<file path="src/rtl/serial_2wire_arbiter.sv">
// Round-robin transaction arbiter sharing one serial_2wire master between NUM_REQ requesters.
// Define SER_ARB_FIXED_PRIO_EN for fixed priority (lowest requesting index wins).
module serial_2wire_arbiter #(
  parameter int unsigned NUM_REQ        = 2,
  parameter int unsigned BITS           = 8,
  parameter int unsigned GRANT_WAIT     = 16,
  parameter int unsigned TIMEOUT_CYCLES = 1_000_000,
  parameter int unsigned IDX_BITS       = $clog2(NUM_REQ)
) (
  input  logic                    in_clk,
  input  logic                    in_rst,
  input  logic [NUM_REQ-1:0]      in_req,
  output logic [NUM_REQ-1:0]      out_grant,
  input  logic [NUM_REQ-1:0]      in_enable,
  input  logic [NUM_REQ-1:0]      in_write,
  input  logic [NUM_REQ*BITS-1:0] in_addr,
  input  logic [NUM_REQ*BITS-1:0] in_parallel,
  output logic [NUM_REQ-1:0]      out_ready,
  output logic [NUM_REQ-1:0]      out_next_word,
  output logic [NUM_REQ-1:0]      out_err,
  output logic [BITS-1:0]         out_parallel,
  output logic                    out_busy,
  output logic [IDX_BITS-1:0]     out_owner,
  output logic                    out_ser_enable,
  output logic                    out_ser_write,
  output logic [BITS-1:0]         out_ser_addr,
  output logic [BITS-1:0]         out_ser_parallel,
  input  logic                    in_ser_ready,
  input  logic                    in_ser_next_word,
  input  logic                    in_ser_err,
  input  logic [BITS-1:0]         in_ser_parallel
);

  localparam int unsigned WdBits = $clog2(TIMEOUT_CYCLES + 1);
  localparam int unsigned GwBits = $clog2(GRANT_WAIT + 1);

  typedef enum logic [1:0] {StIdle, StGrant, StActive, StRelease} state_e;

  state_e              state_q;
  logic [IDX_BITS-1:0] owner_q;
  logic [IDX_BITS-1:0] rr_ptr_q;
  logic [GwBits-1:0]   gw_q;
  logic [WdBits-1:0]   wd_q;
  logic [NUM_REQ-1:0]  grant_q;
  logic                wd_err_q;
  logic                nw_q;

  logic                owner_en;
  logic                owner_req;
  logic                nw_rise;
  logic [NUM_REQ-1:0]  owner_mask;
  logic                pick_valid;
  logic [IDX_BITS-1:0] pick_idx;
  logic [IDX_BITS-1:0] next_ptr;
  logic [IDX_BITS-1:0] cand_idx;
  int unsigned         cand;

  assign owner_en   = in_enable[owner_q];
  assign owner_req  = in_req[owner_q];
  assign nw_rise    = in_ser_next_word & ~nw_q;
  assign owner_mask = NUM_REQ'(1) << owner_q;

`ifdef SER_ARB_FIXED_PRIO_EN
  assign next_ptr = '0;
`else
  assign next_ptr = (owner_q == IDX_BITS'(NUM_REQ - 1)) ? '0 : owner_q + 1'b1;
`endif

  // First requester at or after rr_ptr, wrapping cyclically.
  always_comb begin
    pick_valid = 1'b0;
    pick_idx   = '0;
    cand       = 0;
    cand_idx   = '0;
    for (int unsigned i = 0; i < NUM_REQ; i++) begin
      cand = 32'(rr_ptr_q) + i;
      if (cand >= NUM_REQ) cand = cand - NUM_REQ;
      cand_idx = IDX_BITS'(cand);
      if (!pick_valid && in_req[cand_idx]) begin
        pick_valid = 1'b1;
        pick_idx   = cand_idx;
      end
    end
  end

  always_ff @(posedge in_clk or negedge in_rst) begin
    if (!in_rst) begin
      state_q  <= StIdle;
      owner_q  <= '0;
      rr_ptr_q <= '0;
      gw_q     <= '0;
      wd_q     <= '0;
      grant_q  <= '0;
      wd_err_q <= 1'b0;
      nw_q     <= 1'b0;
    end else begin
      nw_q     <= in_ser_next_word;
      wd_err_q <= 1'b0;
      unique case (state_q)
        StIdle: begin
          if (pick_valid && in_ser_ready) begin
            owner_q <= pick_idx;
            grant_q <= NUM_REQ'(1) << pick_idx;
            gw_q    <= '0;
            state_q <= StGrant;
          end
        end
        StGrant: begin
          if (owner_en) begin
            wd_q    <= '0;
            state_q <= StActive;
          end else if (!owner_req || gw_q == GwBits'(GRANT_WAIT - 1)) begin
            grant_q <= '0;
            state_q <= StRelease;
          end else begin
            gw_q <= gw_q + 1'b1;
          end
        end
        StActive: begin
          if (!owner_en) begin
            grant_q <= '0;
            state_q <= StRelease;
          end else if (nw_rise) begin
            wd_q <= '0;
          end else if (wd_q == WdBits'(TIMEOUT_CYCLES - 1)) begin
            // Stalled owner: reclaim the bus and flag it for one cycle.
            grant_q  <= '0;
            wd_err_q <= 1'b1;
            state_q  <= StRelease;
          end else begin
            wd_q <= wd_q + 1'b1;
          end
        end
        StRelease: begin
          if (in_ser_ready) begin
            rr_ptr_q <= next_ptr;
            state_q  <= StIdle;
          end
        end
        default: state_q <= StIdle;
      endcase
    end
  end

  always_comb begin
    out_ser_enable   = 1'b0;
    out_ser_write    = 1'b0;
    out_ser_addr     = '0;
    out_ser_parallel = '0;
    out_ready        = '0;
    out_next_word    = '0;
    out_err          = '0;
    out_parallel     = '0;
    if (state_q == StActive) begin
      out_ser_enable   = owner_en;
      out_ser_write    = in_write[owner_q];
      out_ser_addr     = in_addr[owner_q*BITS +: BITS];
      out_ser_parallel = in_parallel[owner_q*BITS +: BITS];
      out_ready        = owner_mask & {NUM_REQ{in_ser_ready}};
      out_next_word    = owner_mask & {NUM_REQ{in_ser_next_word}};
      out_err          = owner_mask & {NUM_REQ{in_ser_err}};
      out_parallel     = in_ser_parallel;
    end else if (state_q == StRelease) begin
      out_err = owner_mask & {NUM_REQ{wd_err_q}};
    end
  end

  assign out_grant = grant_q;
  assign out_busy  = (state_q != StIdle);
  assign out_owner = owner_q;

endmodule

</file>
<file path="config.mk">
export PLATFORM = sky130hd
export DESIGN_NAME = serial_2wire_arbiter
export DESIGN_NICKNAME = d
export VERILOG_FILES = /design/src/rtl/serial_2wire_arbiter.sv
export SDC_FILE = /design/constraint.sdc
export NUM_CORES = 1
export LEC_CHECK = 0
export CAP_MARGIN = 20
export CORE_UTILIZATION = 45
export CTS_CLUSTER_DIAMETER = 150
export DETAILED_ROUTE_END_ITERATION = 6
export GPL_TIMING_DRIVEN = 0
export HOLD_SLACK_MARGIN = 0.06
export PLACE_DENSITY = 0.9
export SYNTH_ARGS = -nofsm -noshare
export SYNTH_HDL_FRONTEND = slang
export SYNTH_SLANG_ARGS = --single-unit
</file>
<file path="constraint.sdc">
create_clock -name in_clk -period 2.4 [get_ports in_clk]
set_input_delay 0.36 -clock in_clk [delete_from_list [all_inputs] [get_ports in_clk]]
set_output_delay 0.36 -clock in_clk [all_outputs]
set_load 0.1 [all_outputs]
</file>
# Word-level counts from Yosys, hierarchy flattened
# Cells that the tools add are included.
totals:
  input_bits: 51
  regBits: 33
  elab_cells: 115
  output_inout_bits: 36
op_classes:
  n_bitwise: 6
  n_reduce_logical: 16
  shift: 4
  n_eq_ne: 16
  mux: 54
  n_lt_le_gt_ge: 5
  addsub: 6
ops:
  columns: ["op", "count"]
  rows:
  - ["two-way mux 20 bit", 4]
  - ["one-hot mux 20 bit (2 select lines)", 1]
  - ["two-way mux 2 bit", 17]
  - ["indexed part select 16 x 5 -> 8 bit", 2]
  - ["two-way mux 8 bit", 3]
  - ["two-way mux 1 bit", 23]
  - ["adder 20 x 1 -> 20 bit, second input constant", 1]
  - ["equality test 20 bit, second input constant", 1]
  - ["two-way mux 5 bit", 3]
  - ["!= test 2 bit, second input constant", 7]
  - ["!= test 3 bit, second input constant", 4]
  - ["one-hot mux 5 bit (2 select lines)", 1]
  - ["AND 2 bit", 4]
  - ["one-hot mux 2 bit (4 select lines)", 1]
  - ["AND reduction 4 bit", 2]
  - ["< comparator 1 x 2 -> 1 bit, second input constant", 3]
  - ["one-hot mux 2 bit (3 select lines)", 1]
  - ["AND reduction 6 bit", 1]
  - ["nonzero test 2 bit", 3]
  - ["adder 5 x 1 -> 5 bit, second input constant", 1]
  - ["equality test 5 x 4 -> 1 bit, second input constant", 1]
  - ["AND reduction 5 bit", 1]
  - ["equality test 2 bit, second input constant", 2]
  - ["AND reduction 2 bit", 2]
  - ["14 further kinds", 18]

# Longest topological paths before layout
# Gate-level depths: netlist (run 1).
depth:
  ltp_word: 11
  ltp_mapped: 8
  mapped_depth_nobuf: 7

# Worst setup path after synthesis (run 1)
# OpenSTA, ideal clock, no wires.
synth_timing:
  path_type: "flip-flop to flip-flop"
  startpoint: "register owner_q, in the netlist out_owner"
  endpoint: "register grant_q[0], in the netlist out_grant[0]"
  t_arrival_ns: 3.438
  path_stages_with_launch: 7
  period_less_slack_ns: 3.563
  t_required_ns: 2.275
  path_buffers: 1
  setup_time_ns: 0.125
  slack_ns: -1.163
  path_cell_list: "dfrtp_1 > buf_6 > mux2i_4 > nor2b_1 > o21ai_1 > and3_1 > mux2_2"
synth_via:
  elab_chain_cells: 6
  elab_cells_between_ends: 13
  cone_classes: "4 x eq/ne; 6 x mux; 3 x reduce/logical"
synth_rtl:
  columns: ["element", "line_no", "text"]
  rows:
  - ["start: declaration", "40", "logic [IDX_BITS-1:0] owner_q;"]
  - ["start signal: assignment", "102", "owner_q <= pick_idx;"]
  - ["two-way mux 1 bit (implied by the code) (2 in series)", "59", "assign owner_req = in_req[owner_q];"]
  - ["zero test 1 bit", "112", "end else if (!owner_req || gw_q == GwBits'(GRANT_WAIT - 1)) begin"]
  - ["logical OR 1 bit", "112", null]
  - ["!= test 2 bit (no source line)", null, null]
  - ["AND reduction 6 bit (no source line)", null, null]
  - ["end signal: assignment", "103", "grant_q <= NUM_REQ'(1) << pick_idx;"]
  - ["end: declaration", "44", "logic [NUM_REQ-1:0] grant_q;"]
# Several ways; a longest one is shown, not always the timed one. The select of a mux whose other input is x is not followed.
# A chain may end at the register's enable or synchronous reset.

# Worst setup path after layout (run 1)
layout_timing:
  startpoint: "register state_q[0]"
  endpoint: "output port out_ser_addr[4]"
layout_via:
  elab_chain_cells: 2
layout_rtl:
  columns: ["element", "line_no", "text"]
  rows:
  - ["start: declaration", "39", "state_e state_q;"]
  - ["start signal: assignment", "88", "state_q <= StIdle;"]
  - ["start signal: assignment", "105", "state_q <= StGrant;"]
  - ["start signal: assignment", "111", "state_q <= StActive;"]
  - ["equality test 2 bit", "154", "if (state_q == StActive) begin"]
  - ["two-way mux 8 bit", "154", null]
  - ["end: declaration", "26", "output logic [BITS-1:0] out_ser_addr,"]
# No other way between the ends.

==> qor.csv, run 1 <==
metric,value,unit
CTS tree,yes,
DR vias/cell,5.43,
vias post-DR,2232,
DR pass1 iterations,4,
P&R area growth vs syn,49.4,%
"top cells by count, synth","33 x dfrtp_1, 21 x nor2_1, 21 x nor2b_1",
switching share of power,58.5,%
Core ar.,4820,um2
"Max stage delay cell, worst path",dfrtp_1,
number of synthesized register bits,33,
count of input and output buffers,85,
grt ovf,0,
DRC,0,
CP Launch Type,flop,
Post-synth EDFFs,0,
Leak,1.54,nW
Cell Rows,25,
max-slew violation count,0,
final period utilization,96.7,%
num ports,87,
"CP delay by family, top",buffers and inverters,
Hold Path Class,input port to asynchronous set/reset pin,
post-synthesis xor/xnor area fraction,4.58,%
switching power,2.57,mW
mapped cell area,2290,um2
Post-Route WL,6.46,mm
Die H,73.4,um
remaining antenna violation count,0,
Diodes inserted,0,
post-synth top area cell,dfrtp_1,
worst path cell trace,inv_1 > ha_1 > clkbuf_2 > buf_2 > nor2b_4 > buf_6,
vias in the first global route,2113,
CP startpoint,state_q[0]$_DFFE_PN0P_,
gr usage total,24.6,%
HPWL Detailed,4.97,mm
fmax,431,MHz
Yosys cell types,43,
Post-Synth Simple-Gate Area,30.5,%
post-synth top area share,36.0,%
final hold violations,0,
mux cell area share after synthesis,10.3,%
maxcap violations,0,
syn_area_per_cell,9.14,um2
Synth Area in Compound Gates,11.3,%
Internal,1.82,mW
WP buf/inv,4,
setup violators final,0,
CTS Hold Bufs,0,
Longest Clk Path Bufs,2,
H-tree depth,2,
final clock skew,0.00888,ns
RSZ-0062 raised after global routing,false,
TritonCTS Buffers,5,
most common cell in the synthesized netlist,dfrtp_1,
top_reg_cell synth,dfrtp_1,
pin count of the biggest net entering global routing,34,
root buffer cell,clkbuf_8,
Avg WL per Cell,15.7,um
status,"complete, no violations",
Clock power frac,9.2,%
CP peak stage delay,0.40,ns
initial antenna violation count,0,
routability cong.,0.833,
Worst setup EP type,output pin,
main combinational cell family by area after synthesis,simple AND/OR/NAND/NOR gates,
synth top area cells,"dfrtp_1 36%, mux2i_1 7.9%, nor2b_1 5.7%, xor2_1 4.6%, ha_1 3.8%",
Total Power,4.40,mW
Post-Synthesis Cells,251,
TNS Setup,0,ns
R2R Path Start,wd_q[0]$_DFFE_PN0P_,
minimum clock period,2.32,ns
asr flop ratio synth,100,%
Clock transition at path regs,0.07,ns
net count after synthesis,309,
nets@finish,401,
DRT iter0 DRCs,86,
global-route wire length before repair,10.1,mm
Synth Area in Adders,3.82,%
CTS sink cnt,33,
Worst-Margin Slew,0.980,ns
pwr/cell area,1280,nW/um2
Critical Path AT,1.96,ns
Yosys warning count,0,
crit-path max FO,10,
peak supply drop,689,uV
Combinational Power Share,74.7,%
Hold Slack,0.120,ns
Flop pwr share,16.1,%
chip width,73.4,um
register area share after synthesis,36.0,%
max_slew headroom,34.5,%
share of cells above drive strength 1,25.3,%
initial core utilization,47.6,%
CP required,2.04,ns
Post-CTS Setup Bufs,0,
critical path class,flop to output pin,
die area,5390,um2
Worst-Skew Late Latency,0.29,ns
cell families (layout without fill, tap and decap cells):
group                    count (synthesis)  count (layout)
multiplexers                            22              22
adder cells (fa/ha/maj)                  7               7
buffers and inverters                   17             110
AND/OR/NAND/NOR                        121             121
AO/OA/AOI/OAI                           39              39
flip-flops                              33              33
XOR/XNOR                                12              12
worst paths after layout:
check	to	slack, ns	cells after the start
min in group in_clk	rr_ptr_q$_DFFE_PN0P_	0.48	2
max in group asynchronous	out_owner$_DFFE_PN0P_	1.77	1
max	out_ser_addr[4]	0.08	6
max reg2reg	out_grant[0]$_DFFE_PN0P_	0.17	7
min	wd_q[3]$_DFFE_PN0P_	0.12	1
min reg2reg	out_grant[0]$_DFFE_PN0P_	0.51	1
stage by stage:
| stage | setup slack, ns | cell area, um2 | std cells | utilization, % |
|---|---|---|---|---|
| after floorplan | 0.0338 | 2420 | 251 | - |
| after global placement | -0.756 | 3350 | 403 | 69.6 |
| after detailed placement | -0.803 | 3350 | 403 | 69.5 |
| after CTS | 0.0244 | 3350 | 411 | 69.6 |
| after global routing | 0.00267 | 3430 | 411 | 71.2 |
| final | 0.0781 | 3430 | 411 | 71.2 |
worst register-to-register path: stages, from the launching register on:
cell	delay [ns]
dfrtp_1	0.41
ha_1	0.23
and4_1	0.22
buf_4	0.17
nand4_1	0.23
o21ai_1	0.29
and3_1	0.23
mux2_2	0.34
sequential cells by signal (all words and copies together), names as in the netlist:
| name | count |
|---|---|
| wd_q | 20 |
| gw_q | 5 |
| out_grant | 2 |
| state_q | 2 |
| nw_q | 1 |
| out_owner | 1 |
| rr_ptr_q | 1 |
| wd_err_q | 1 |
power groups by stage:
| stage | sequential [mW] | clock, mW | combinational, mW |
|---|---|---|---|
| floorplan | 0.860 | 0 | 2.42 |
| global placement | 0.711 | 0 | 3.20 |
| detailed placement | 0.716 | 0 | 3.26 |
| CTS | 0.705 | 0.416 | 3.20 |
| global route | 0.713 | 0.443 | 3.44 |
| finish | 0.707 | 0.404 | 3.29 |
timing repair:
item,4_1_cts,5_1_grt
endpoints found under the hold margin,0,0
resized for setup,192,26
setup endpoints to repair,33,23
layout by cell type (no fill, tap or decap), types with 6 or more instances in the layout:
master           count
buf_2                6
dfrtp_1             32
and2_1               8
nand2b_1             6
nand3_1             10
clkdlybuf4s50_1     51
nand4_1             11
a21oi_1              6
buf_6               20
o21ai_0             16
buf_4               11
ha_1                 7
mux2i_1             18
and3_1               7
nor2_1              20
xor2_1              12
nor2b_4             14
nand2_1             15
cell type report:
class                           instances  area, um2
Buffer                                 12       65.1
Clock buffer                            6       72.6
Clock inverter                          2       10.0
Fill cell                             370       1390
Inverter                                5       18.8
Multi-Input combinational cell        201       1520
Sequential cell                        33        827
Tap cell                               67       83.8
Timing Repair Buffer                   85        835
routing by layer:
layer | wire length [um] | part of all wire [%] | global-route usage, % | vias up
li1 | - | - | - | 1075
met1 | 2540 | 39 | 27.8 | 1064
met2 | 3310 | 51 | 45.1 | 86
met3 | 505 | 7.8 | 5.90 | 7
met4 | 101 | 1.6 | 8.55 | 0
met5 | 0 | 0 | 0 | -
Power figures use the tool's default switching activity.
==> run 2: changes to the inputs <==
- CORE_UTILIZATION: 45 -> 46
- CTS_BUF_LIST: default -> sky130_fd_sc_hd__clkbuf_8
- PLACE_DENSITY: 0.9 -> 0.91
==> qor.csv, run 2 (synthesis results as in run 1) <==
metric,value,unit,change
H-tree depth,2,,unchanged
CP required,2.04,ns,about the same
CP Launch Type,flop,,
routability cong.,0.864,,+3.7%
RSZ-0062 raised after global routing,false,,
Diodes inserted,0,,unchanged
Worst-Margin Slew,0.969,ns,-0.0107 ns
final period utilization,95.5,%,-1.2 points
pwr/cell area,1290,nW/um2,+0.78%
grt ovf,0,,unchanged
max-slew violation count,0,,unchanged
root buffer cell,clkbuf_8,,
register area,827,um2,unchanged
share of cells above drive strength 1,25.4,%,+0.074 points
pin count of the biggest net entering global routing,34,,unchanged
DR pass1 iterations,4,,unchanged
remaining antenna violation count,0,,unchanged
initial core utilization,48.3,%,+0.63 points
fillers,375,,+1.4%
crit-path max FO,10,,unchanged
peak supply drop,558,uV,-19%
fin area,3410,um2,-0.40%
Clock transition at path regs,0.07,ns,about the same
Worst-Skew Late Latency,0.29,ns,about the same
CTS tree,yes,,
Multi-input gate area,1520,um2,unchanged
vias post-DR,2242,,+0.45%
maxcap violations,0,,unchanged
HPWL Detailed,5.13,mm,+3.2%
fmax,436,MHz,+1.3%
gr usage total,26.1,%,+1.5 points
Reg with most FFs,wd_q,,
Hold Path Class,input port to asynchronous set/reset pin,,
FF-to-FF path depth,7,,unchanged
setup violators final,0,,unchanged
Leak,1.54,nW,about the same
max_slew headroom,35.2,%,+0.72 points
"commonest non-fill, non-tap cell in the layout",clkdlybuf4s50_1,,
final hold violations,0,,unchanged
vias in the first global route,2278,,+7.8%
Core ar.,4750,um2,-1.3%
final clock skew,0.00475,ns,-0.00413 ns
status,"complete, no violations",,
num ports,87,,unchanged
quantity of gates resized following cts,192,,unchanged
TritonCTS Buffers,5,,unchanged
DR vias/cell,5.47,,+0.69%
global-route wire length before repair,10.6,mm,+5.0%
chip width,72.6,um,-1.1%
Worst setup EP type,output pin,,
Area after DPL,3350,um2,unchanged
most frequent cells in the layout,"51 x clkdlybuf4s50_1, 32 x dfrtp_1, 20 x nor2_1, 18 x mux2i_1",,
DRT iter0 DRCs,72,,-16%
minimum clock period,2.29,ns,-0.0295 ns
initial antenna violation count,0,,unchanged
Hold Slack,0.124,ns,+0.00405 ns
die area,5280,um2,-2.1%
nets@finish,401,,unchanged
Cell Rows,25,,unchanged
Longest Clk Path Bufs,2,,unchanged
critical path class,flop to output pin,,
biggest regs,"wd_q: 20 flops, gw_q: 5 flops",,
post-route core utilization,71.8,%,+0.65 points
Avg WL per Cell,16.1,um,+2.6%
CTS sink cnt,33,,unchanged
Die H,72.6,um,-1.1%
DRC,0,,unchanged
Post-CTS Setup Bufs,0,,unchanged
count of input and output buffers,85,,unchanged
Post-Route WL,6.61,mm,+2.4%
Post-Layout Cell Count,410,,-0.24%
Critical Path AT,1.93,ns,-0.03 ns
placed insts,403,,unchanged
P&R area growth vs syn,48.8,%,
CTS Hold Bufs,0,,unchanged
max reg flops,20,,unchanged
[run 2: final cells by class]
cell class	count	share of cell area [%]
Buffer	12	1.98
Clock buffer	6	2.42
Clock inverter	1	0.110
Inverter	5	0.550
Multi-Input combinational cell	201	44.4
Sequential cell	33	24.2
Tap cell	67	2.46
Timing Repair Buffer	85	23.9
[run 2: metal layers]
| metal | up-vias | part of all wire, % | global-route usage [%] |
|---|---|---|---|
| li1 | 1079 | - | - |
| met1 | 1053 | 39 | 30.0 |
| met2 | 99 | 50 | 46.1 |
| met3 | 11 | 8.4 | 6.22 |
| met4 | 0 | 2.8 | 11.5 |
| met5 | - | 0 | 0 |
[run 2: metrics by stage]
stage / power [mW] / setup WS, ns / TNS [ns]
3_5_place_dp: 3.99 / -0.829 / -23.21
4_1_cts: 4.36 / 0.0163 / 0
6_report: 4.41 / 0.108 / 0
3_3_place_gp: 3.92 / -0.781 / -21.55
5_1_grt: 4.60 / 0.00347 / 0
2_1_floorplan: 3.28 / 0.0338 / 0
[run 2: power by group]
group / leakage, nW / internal [mW] / switching [mW]
logic: 1.05 / 0.969 / 2.32
clock network: 0.0485 / 0.223 / 0.194
registers: 0.444 / 0.641 / 0.0652
total: 1.54 / 1.83 / 2.58
[run 2: worst max-delay path, stage by stage, from the launching register on]
cell	delay [ns]
dfrtp_1	0.40
inv_1	0.13
ha_1	0.21
buf_2	0.22
buf_2	0.26
nor2b_4	0.20
buf_6	0.23
[run 2: path summary, 6_finish.rpt]
path / start / to / slack, ns
worst max-delay path: state_q[0]$_DFFE_PN0P_ / out_ser_addr[3] / 0.11
worst min-delay path: in_rst / wd_q[8]$_DFFE_PN0P_ / 0.12
worst max register to register: wd_q[0]$_DFFE_PN0P_ / out_grant[1]$_DFFE_PN0P_ / 0.21
worst min register to register: gw_q[4]$_DFFE_PN0P_ / gw_q[4]$_DFFE_PN0P_ / 0.49
max in group asynchronous: in_rst / out_owner$_DFFE_PN0P_ / 1.75
min in group in_clk: gw_q[4]$_DFFE_PN0P_ / gw_q[4]$_DFFE_PN0P_ / 0.49
==> run 3: changes to the inputs <==
- SLEW_MARGIN: default -> 20
==> results of run 3 <==
No change in the layout: final DEF, timing and power equal those of run 2.
